### src/rtl/sp_ram_arbiter.sv
// Round-robin arbiter and sequencer that connects two command ports to a single-port RAM.
// Read data is captured a fixed number of cycles after access and returned on a tagged response port.
module sp_ram_arbiter #(
  parameter int DATA_WIDTH    = 8,
  parameter int ADDRESS_WIDTH = 30,
  parameter int RD_LATENCY    = 1   // legal range 1..7
) (
  input  logic                     clk,
  input  logic                     rst_n,

  input  logic                     req0_valid,
  output logic                     req0_ready,
  input  logic                     req0_we,
  input  logic [ADDRESS_WIDTH-1:0] req0_addr,
  input  logic [DATA_WIDTH-1:0]    req0_wdata,

  input  logic                     req1_valid,
  output logic                     req1_ready,
  input  logic                     req1_we,
  input  logic [ADDRESS_WIDTH-1:0] req1_addr,
  input  logic [DATA_WIDTH-1:0]    req1_wdata,

  output logic                     rsp_valid,
  input  logic                     rsp_ready,
  output logic                     rsp_id,
  output logic [DATA_WIDTH-1:0]    rsp_data,

  output logic                     ram_cs,
  output logic                     ram_oe,
  output logic                     ram_read_write,
  output logic [ADDRESS_WIDTH-1:0] ram_address,
  output logic [DATA_WIDTH-1:0]    ram_wdata,
  input  logic [DATA_WIDTH-1:0]    ram_rdata,

  output logic                     busy
);

  typedef enum logic [1:0] {
    IDLE    = 2'd0,
    ACCESS  = 2'd1,
    RD_WAIT = 2'd2,
    RESP    = 2'd3
  } state_t;

  localparam logic [2:0] CNT_INIT = 3'(RD_LATENCY - 1);

  state_t     r_state;
  logic       r_rr_ptr;
  logic       r_we;
  logic       r_id;
  logic [2:0] r_cnt;

  logic                     w_sel;
  logic                     w_accept;
  logic                     w_we;
  logic [ADDRESS_WIDTH-1:0] w_addr;
  logic [DATA_WIDTH-1:0]    w_wdata;

  // A lone requester wins outright; a tie goes to the round-robin pointer.
  always_comb begin
    w_sel = r_rr_ptr;
    if (req0_valid && !req1_valid)
      w_sel = 1'b0;
    else if (req1_valid && !req0_valid)
      w_sel = 1'b1;
  end

  assign w_accept = rst_n && (r_state == IDLE) && (req0_valid || req1_valid);
  assign req0_ready = w_accept && (w_sel == 1'b0);
  assign req1_ready = w_accept && (w_sel == 1'b1);

  assign w_we    = w_sel ? req1_we    : req0_we;
  assign w_addr  = w_sel ? req1_addr  : req0_addr;
  assign w_wdata = w_sel ? req1_wdata : req0_wdata;

  assign busy = (r_state != IDLE);

  always_ff @(posedge clk) begin
    if (!rst_n) begin
      r_state        <= IDLE;
      r_rr_ptr       <= 1'b0;
      r_we           <= 1'b0;
      r_id           <= 1'b0;
      r_cnt          <= 3'd0;
      ram_cs         <= 1'b0;
      ram_oe         <= 1'b0;
      ram_read_write <= 1'b0;
      ram_address    <= '0;
      ram_wdata      <= '0;
      rsp_valid      <= 1'b0;
      rsp_id         <= 1'b0;
      rsp_data       <= '0;
    end else begin
      case (r_state)
        IDLE: begin
          if (w_accept) begin
            r_we           <= w_we;
            r_id           <= w_sel;
            r_rr_ptr       <= ~w_sel;
            ram_cs         <= 1'b1;
            ram_read_write <= w_we;
            ram_oe         <= ~w_we;
            ram_address    <= w_addr;
            ram_wdata      <= w_we ? w_wdata : '0;
            r_state        <= ACCESS;
          end
        end
        ACCESS: begin
          // Address stays on the bus so the RAM sees a stable address through the read wait.
          ram_cs         <= 1'b0;
          ram_oe         <= 1'b0;
          ram_read_write <= 1'b0;
          if (r_we) begin
            r_state <= IDLE;
          end else begin
            r_cnt   <= CNT_INIT;
            r_state <= RD_WAIT;
          end
        end
        RD_WAIT: begin
          if (r_cnt == 3'd0) begin
            rsp_data  <= ram_rdata;
            rsp_id    <= r_id;
            rsp_valid <= 1'b1;
            r_state   <= RESP;
          end else begin
            r_cnt <= r_cnt - 3'd1;
          end
        end
        RESP: begin
          if (rsp_ready) begin
            rsp_valid <= 1'b0;
            r_state   <= IDLE;
          end
        end
        default: r_state <= IDLE;
      endcase
    end
  end

endmodule

### config.mk
export PLATFORM = sky130hd
export DESIGN_NAME = sp_ram_arbiter
export DESIGN_NICKNAME = d
export VERILOG_FILES = /design/src/rtl/sp_ram_arbiter.sv
export SDC_FILE = /design/constraint.sdc
export NUM_CORES = 1
export LEC_CHECK = 0
export ABC_AREA = 1
export CORE_MARGIN = 2
export CORE_UTILIZATION = 39
export DETAILED_ROUTE_END_ITERATION = 12
export HOLD_SLACK_MARGIN = 0.12
export PLACE_DENSITY = 0.77
export SYNTH_ARGS = -nofsm -noshare
export SYNTH_HDL_FRONTEND = slang
export SYNTH_SLANG_ARGS = --single-unit
### constraint.sdc
create_clock -name clk -period 1.3 [get_ports clk]
set_input_delay 0.39 -clock clk [delete_from_list [all_inputs] [get_ports clk]]
set_output_delay 0.39 -clock clk [all_outputs]
set_load 0.01 [all_outputs]
==> impl_results.html, run 1 <==
<table>
<tr><th>Metric</th><th>Value</th></tr>
<tr><th colspan="2">Run status</th></tr>
<tr><td>Result of the run</td><td>finished with violations</td></tr>
<tr><td>Violated checks</td><td>negative setup slack</td></tr>
<tr><th colspan="2">Power and ir drop</th></tr>
<tr><td>P_leak</td><td>2.265 nW</td></tr>
<tr><td>Peak ir drop on the vdd network</td><td>0.0008838 V</td></tr>
<tr><td>Sequential share of power</td><td>29.8%</td></tr>
<tr><td>Combinational share of power</td><td>52.1%</td></tr>
<tr><td>Internal Power</td><td>5.171 mW</td></tr>
<tr><td>Part of the total power dissipated in the clock network</td><td>18.1%</td></tr>
<tr><td>Pwr per Cell Area</td><td>1649 mW/mm^2</td></tr>
<tr><td>Power spent charging and discharging nets</td><td>between 3 and 4 mW</td></tr>
<tr><td>Power after layout</td><td>8.409 mW</td></tr>
<tr><td>Fraction of power spent switching nets</td><td>38.50%</td></tr>
<tr><th colspan="2">Global routing</th></tr>
<tr><td>Number of global-route vias before repair</td><td>3127</td></tr>
<tr><td>Maximum number of pins on one net before global-route repair</td><td>42</td></tr>
<tr><td>Initial antenna violation count</td><td>0</td></tr>
<tr><td>First-pass GRT wire length</td><td>14.75 mm</td></tr>
<tr><td>Global Route Usage Sum</td><td>between 20 and 25%</td></tr>
<tr><td>GRT Residual Overflow</td><td>0</td></tr>
<tr><th colspan="2">Worst setup path</th></tr>
<tr><td>Critical path data arrival time</td><td>1.21 ns</td></tr>
<tr><td>End of the worst register-to-register path</td><td>ram_oe</td></tr>
<tr><td>Critical Setup Path Class</td><td>reg -&gt; out</td></tr>
<tr><td>Critical path data required time</td><td>0.91 ns</td></tr>
<tr><td>Crit end category</td><td>output pin</td></tr>
<tr><td>Setup crit start kind</td><td>flop</td></tr>
<tr><td>Register-to-register setup slack</td><td>-0.17 ns</td></tr>
<tr><td>Cell depth of the worst flop-to-flop path</td><td>10</td></tr>
<tr><td>CP max FO</td><td>3</td></tr>
<tr><th colspan="2">Route</th></tr>
<tr><td>Routed length on met3</td><td>547 um</td></tr>
<tr><td>Number of optimization iterations in the first detailed-route pass</td><td>4</td></tr>
<tr><td>Number of vias after detailed routing</td><td>3447</td></tr>
<tr><td>Detailed-routed wire length on met2</td><td>5.637 mm</td></tr>
<tr><td>Ratio of routed vias to standard cells</td><td>between 5 and 6</td></tr>
<tr><td>Met1 wire length</td><td>4.075 mm</td></tr>
<tr><td>Violation count after the first detailed-route iteration</td><td>125</td></tr>
<tr><td>Highest Signal Layer</td><td>met4</td></tr>
<tr><td>WL per Instance</td><td>~15 um</td></tr>
<tr><td>Antenna viol nets, final</td><td>0</td></tr>
<tr><td>DRC viols</td><td>0</td></tr>
<tr><td>Wire length after detailed routing</td><td>10.58 mm</td></tr>
<tr><th colspan="2">Floorplanning</th></tr>
<tr><td>Number of top-level pins</td><td>145</td></tr>
<tr><td>Floorplan die width</td><td>87.88 um</td></tr>
<tr><td>Initial core utilization</td><td>40.39%</td></tr>
<tr><td>Height of the chip</td><td>87.88 um</td></tr>
<tr><td>Row cnt</td><td>30</td></tr>
<tr><td>Core box area</td><td>0.006794 mm^2</td></tr>
<tr><td>Total die area</td><td>0.007723 mm^2</td></tr>
<tr><th colspan="2">STA</th></tr>
<tr><td>Fmax achieved</td><td>623.9 MHz</td></tr>
<tr><td>Worst setup skew after layout</td><td>around 0.0070 ns</td></tr>
<tr><td>Setup repair after global routing missed its margin</td><td>yes</td></tr>
<tr><td>Final period demand of the worst path</td><td>1.603 ns</td></tr>
<tr><td>Count of pins over their slew limit</td><td>0</td></tr>
<tr><td>Number of setup violations in the final report</td><td>61</td></tr>
<tr><td>Final cycle utilization of the critical path</td><td>123.3%</td></tr>
<tr><td>PnR worst setup slack</td><td>-0.3029 ns</td></tr>
<tr><td>Worst Tran Pin Value</td><td>0.4232 ns</td></tr>
<tr><td>Headroom to the max-slew limit</td><td>a little under three quarters</td></tr>
<tr><td>Count of endpoints failing hold in the final timing report</td><td>0</td></tr>
<tr><th colspan="2">Synth</th></tr>
<tr><td>Seq/Total Area, Yosys</td><td>between 40% and 50%</td></tr>
<tr><td>Number of enable flip-flop cells after synthesis</td><td>0</td></tr>
<tr><td>Leading register cell type out of synthesis</td><td>sky130_fd_sc_hd__dfxtp_1</td></tr>
<tr><td>Synth cell types</td><td>24</td></tr>
<tr><td>Total nets after synthesis</td><td>502</td></tr>
<tr><td>Number of storage elements in the synthesis netlist</td><td>59</td></tr>
<tr><td>Mean cell area of the mapped netlist</td><td>around 6.7 um^2</td></tr>
<tr><td>Share of flip-flops with an asynchronous set or reset after synthesis</td><td>0%</td></tr>
<tr><td>Cells after synthesis</td><td>409</td></tr>
<tr><td>Synth Warn #</td><td>0</td></tr>
<tr><td>Synth Cell Area</td><td>roughly 0.0027 mm^2</td></tr>
<tr><th colspan="2">Clocking</th></tr>
<tr><td>Clock sinks</td><td>between 50 and 60</td></tr>
<tr><td>H-tree levels</td><td>3</td></tr>
<tr><td>Root buf cell</td><td>sky130_fd_sc_hd__clkbuf_8</td></tr>
<tr><td>Total clock buffers created by CTS</td><td>9</td></tr>
<tr><td>Later-pin clock latency in the skew report</td><td>roughly 0.33 ns</td></tr>
<tr><td>Clock tree from TritonCTS</td><td>done</td></tr>
<tr><td>Clk slew on worst S/H paths</td><td>about 0.07 ns</td></tr>
<tr><td>Number of buffers on the longest clock path</td><td>2</td></tr>
<tr><th colspan="2">Placed design</th></tr>
<tr><td>Post-DP Area</td><td>~0.0044 mm^2</td></tr>
<tr><td>Last weighted congestion value of the routability-driven placer</td><td>0.8700</td></tr>
<tr><td>Worst-case setup slack after placement</td><td>-1.039 ns</td></tr>
<tr><td>Port bufs</td><td>144</td></tr>
<tr><td>DPL Wire Length</td><td>between 6 and 7 mm</td></tr>
<tr><th colspan="2">Job</th></tr>
<tr><td>Max Cap Viol</td><td>0</td></tr>
<tr><th colspan="2">Hold path</th></tr>
<tr><td>Worst Hold Path EP</td><td>ram_address[7]</td></tr>
<tr><td>Hold depth</td><td>2</td></tr>
<tr><td>Worst hold path class</td><td>reg -&gt; reg</td></tr>
<tr><td>Min-delay src</td><td>ram_address[7]</td></tr>
<tr><th colspan="2">Final layout</th></tr>
<tr><td>Share of final-layout standard cells stronger than drive strength 1</td><td>38.44%</td></tr>
<tr><td>Area of all placed cells without fillers</td><td>0.005099 mm^2</td></tr>
<tr><td>Count of nets after finishing</td><td>677</td></tr>
<tr><td>Antenna fix cells</td><td>0</td></tr>
<tr><td>Area added between synthesis and finish</td><td>85.82%</td></tr>
</table>
## cell usage in the layout, fill, tap and decap left out, types with 4 or more instances in the layout
cell type | synthesis | layout
sky130_fd_sc_hd__nand2_1 | 159 | 131
sky130_fd_sc_hd__clkdlybuf4s50_1 | 0 | 87
sky130_fd_sc_hd__nand3_1 | 50 | 45
sky130_fd_sc_hd__dfxtp_1 | 59 | 43
sky130_fd_sc_hd__buf_2 | 14 | 33
sky130_fd_sc_hd__a21oi_2 | 0 | 27
sky130_fd_sc_hd__nor2_1 | 27 | 23
sky130_fd_sc_hd__nand2_2 | 4 | 20
sky130_fd_sc_hd__buf_4 | 6 | 20
sky130_fd_sc_hd__buf_6 | 0 | 19
sky130_fd_sc_hd__a21oi_1 | 46 | 18
sky130_fd_sc_hd__dfxtp_2 | 0 | 16
sky130_fd_sc_hd__nand2_4 | 1 | 13
sky130_fd_sc_hd__clkbuf_8 | 0 | 12
sky130_fd_sc_hd__clkdlybuf4s15_2 | 0 | 11
sky130_fd_sc_hd__o21ai_2 | 0 | 10
sky130_fd_sc_hd__clkbuf_2 | 1 | 10
sky130_fd_sc_hd__inv_1 | 9 | 8
sky130_fd_sc_hd__buf_12 | 0 | 6
sky130_fd_sc_hd__inv_2 | 3 | 4
sky130_fd_sc_hd__nand3_2 | 1 | 4
## logic make-up (layout without fill, tap and decap cells)
logic type,Yosys count,count (layout),share of synthesized area [%]
buffers and inverters,40,219,6.976
AND/OR/NAND/NOR,247,247,37.85
adder cells (fa/ha/maj),2,2,0.9118
AO/OA/AOI/OAI,61,61,11.22
flip-flops,59,59,43.05
## Yosys cell counts, drive strengths merged, types with 2 or more instances
cell type  instances  area [um^2]
o21ai             14        70.07
buf               20        115.1
dfxtp             59         1181
nand2            164        633.1
nor2              29        118.9
clkbuf             7        27.52
a21oi             46        230.2
ha                 2        25.02
inv               12        45.04
nand3             51        260.3
## layout make-up
type                    count  area [um^2]
repair buffers            191         1802
flip-flops and latches     59         1201
multi-input cells         310         1745
inverters                  13        51.30
fillers                   506         1695
clock inverters             2        10.01
well taps                  96        120.1
clock buffers              13        168.9
## sequential cells by signal, indices dropped and copies added (netlist names), 3 cells and up, named ones only
signal	flops
r_cnt	3
ram_address	30
ram_wdata	8
rsp_data	8
## timing repair
| action | in CTS | in global routing |
|---|---|---|
| buffers inserted | 11 | 9 |
| cloned | 4 | 3 |
| pin swaps | 15 | 37 |
| resized for setup | 223 | 147 |
| setup endpoints to repair | 113 | 102 |
| hold buffers | 0 | 0 |
## worst max path at each step
stage / startpoint / endpoint / slack (ns) / cells past startpoint
4_1_cts: r_rr_ptr / req0_ready / -0.32 / 5
6_report: r_rr_ptr / req0_ready / -0.30 / 5
2_1_floorplan: req1_valid / req1_ready / -0.002 / 5
3_3_place_gp: req1_valid / req0_ready / -0.95 / 5
3_5_place_dp: req1_valid / req0_ready / -1.04 / 5
5_1_grt: r_rr_ptr / req0_ready / -0.33 / 5
## metrics by stage
step                      setup TNS (ns)  instances  hold WS [ns]  util [%]
final                             -6.105        684        0.4652     75.05
after detailed placement          -39.11        646        0.4527     64.40
after global placement            -36.11        646        0.4396     64.40
after global routing              -9.200        684        0.4809     75.05
after CTS                         -8.585        676        0.4619     72.21
after floorplan                -0.002250        409        0.4435         -
## worst max-delay path, cell delays in order (launching register included)
cell and delay (ns):
sky130_fd_sc_hd__dfxtp_2 0.34, sky130_fd_sc_hd__inv_1 0.07, sky130_fd_sc_hd__nand2_2 0.07, sky130_fd_sc_hd__buf_6 0.13
sky130_fd_sc_hd__a21oi_4 0.14, sky130_fd_sc_hd__buf_6 0.12
## power by group through the flow
stage / Clock (mW) / Sequential, mW / Combinational, mW
after floorplan: 0 / 2.62 / 1.47
after CTS: 1.52 / 2.45 / 3.84
after global placement: 0 / 2.45 / 3.14
after detailed placement: 0 / 2.47 / 3.19
final: 1.52 / 2.50 / 4.38
after global routing: 1.64 / 2.54 / 4.67
## layer usage
metal	vias to the layer above	track usage (%)
li1	1669	-
met1	1634	27.68
met2	116	45.66
met3	28	5.467
met4	0	8.951
met5	-	0
(Power assumes the default switching activity.)
==> run 2: changes to the inputs <==
--- a/config.mk
+++ b/config.mk
@@ -8,6 +8,7 @@
 export ABC_AREA = 1
 export CORE_MARGIN = 2
 export CORE_UTILIZATION = 39
+export CTS_CLUSTER_DIAMETER = 30
 export DETAILED_ROUTE_END_ITERATION = 12
 export HOLD_SLACK_MARGIN = 0.12
 export PLACE_DENSITY = 0.77
==> results of run 2 <==
Same layout as run 1: the final DEF is identical, and so are final timing and power.
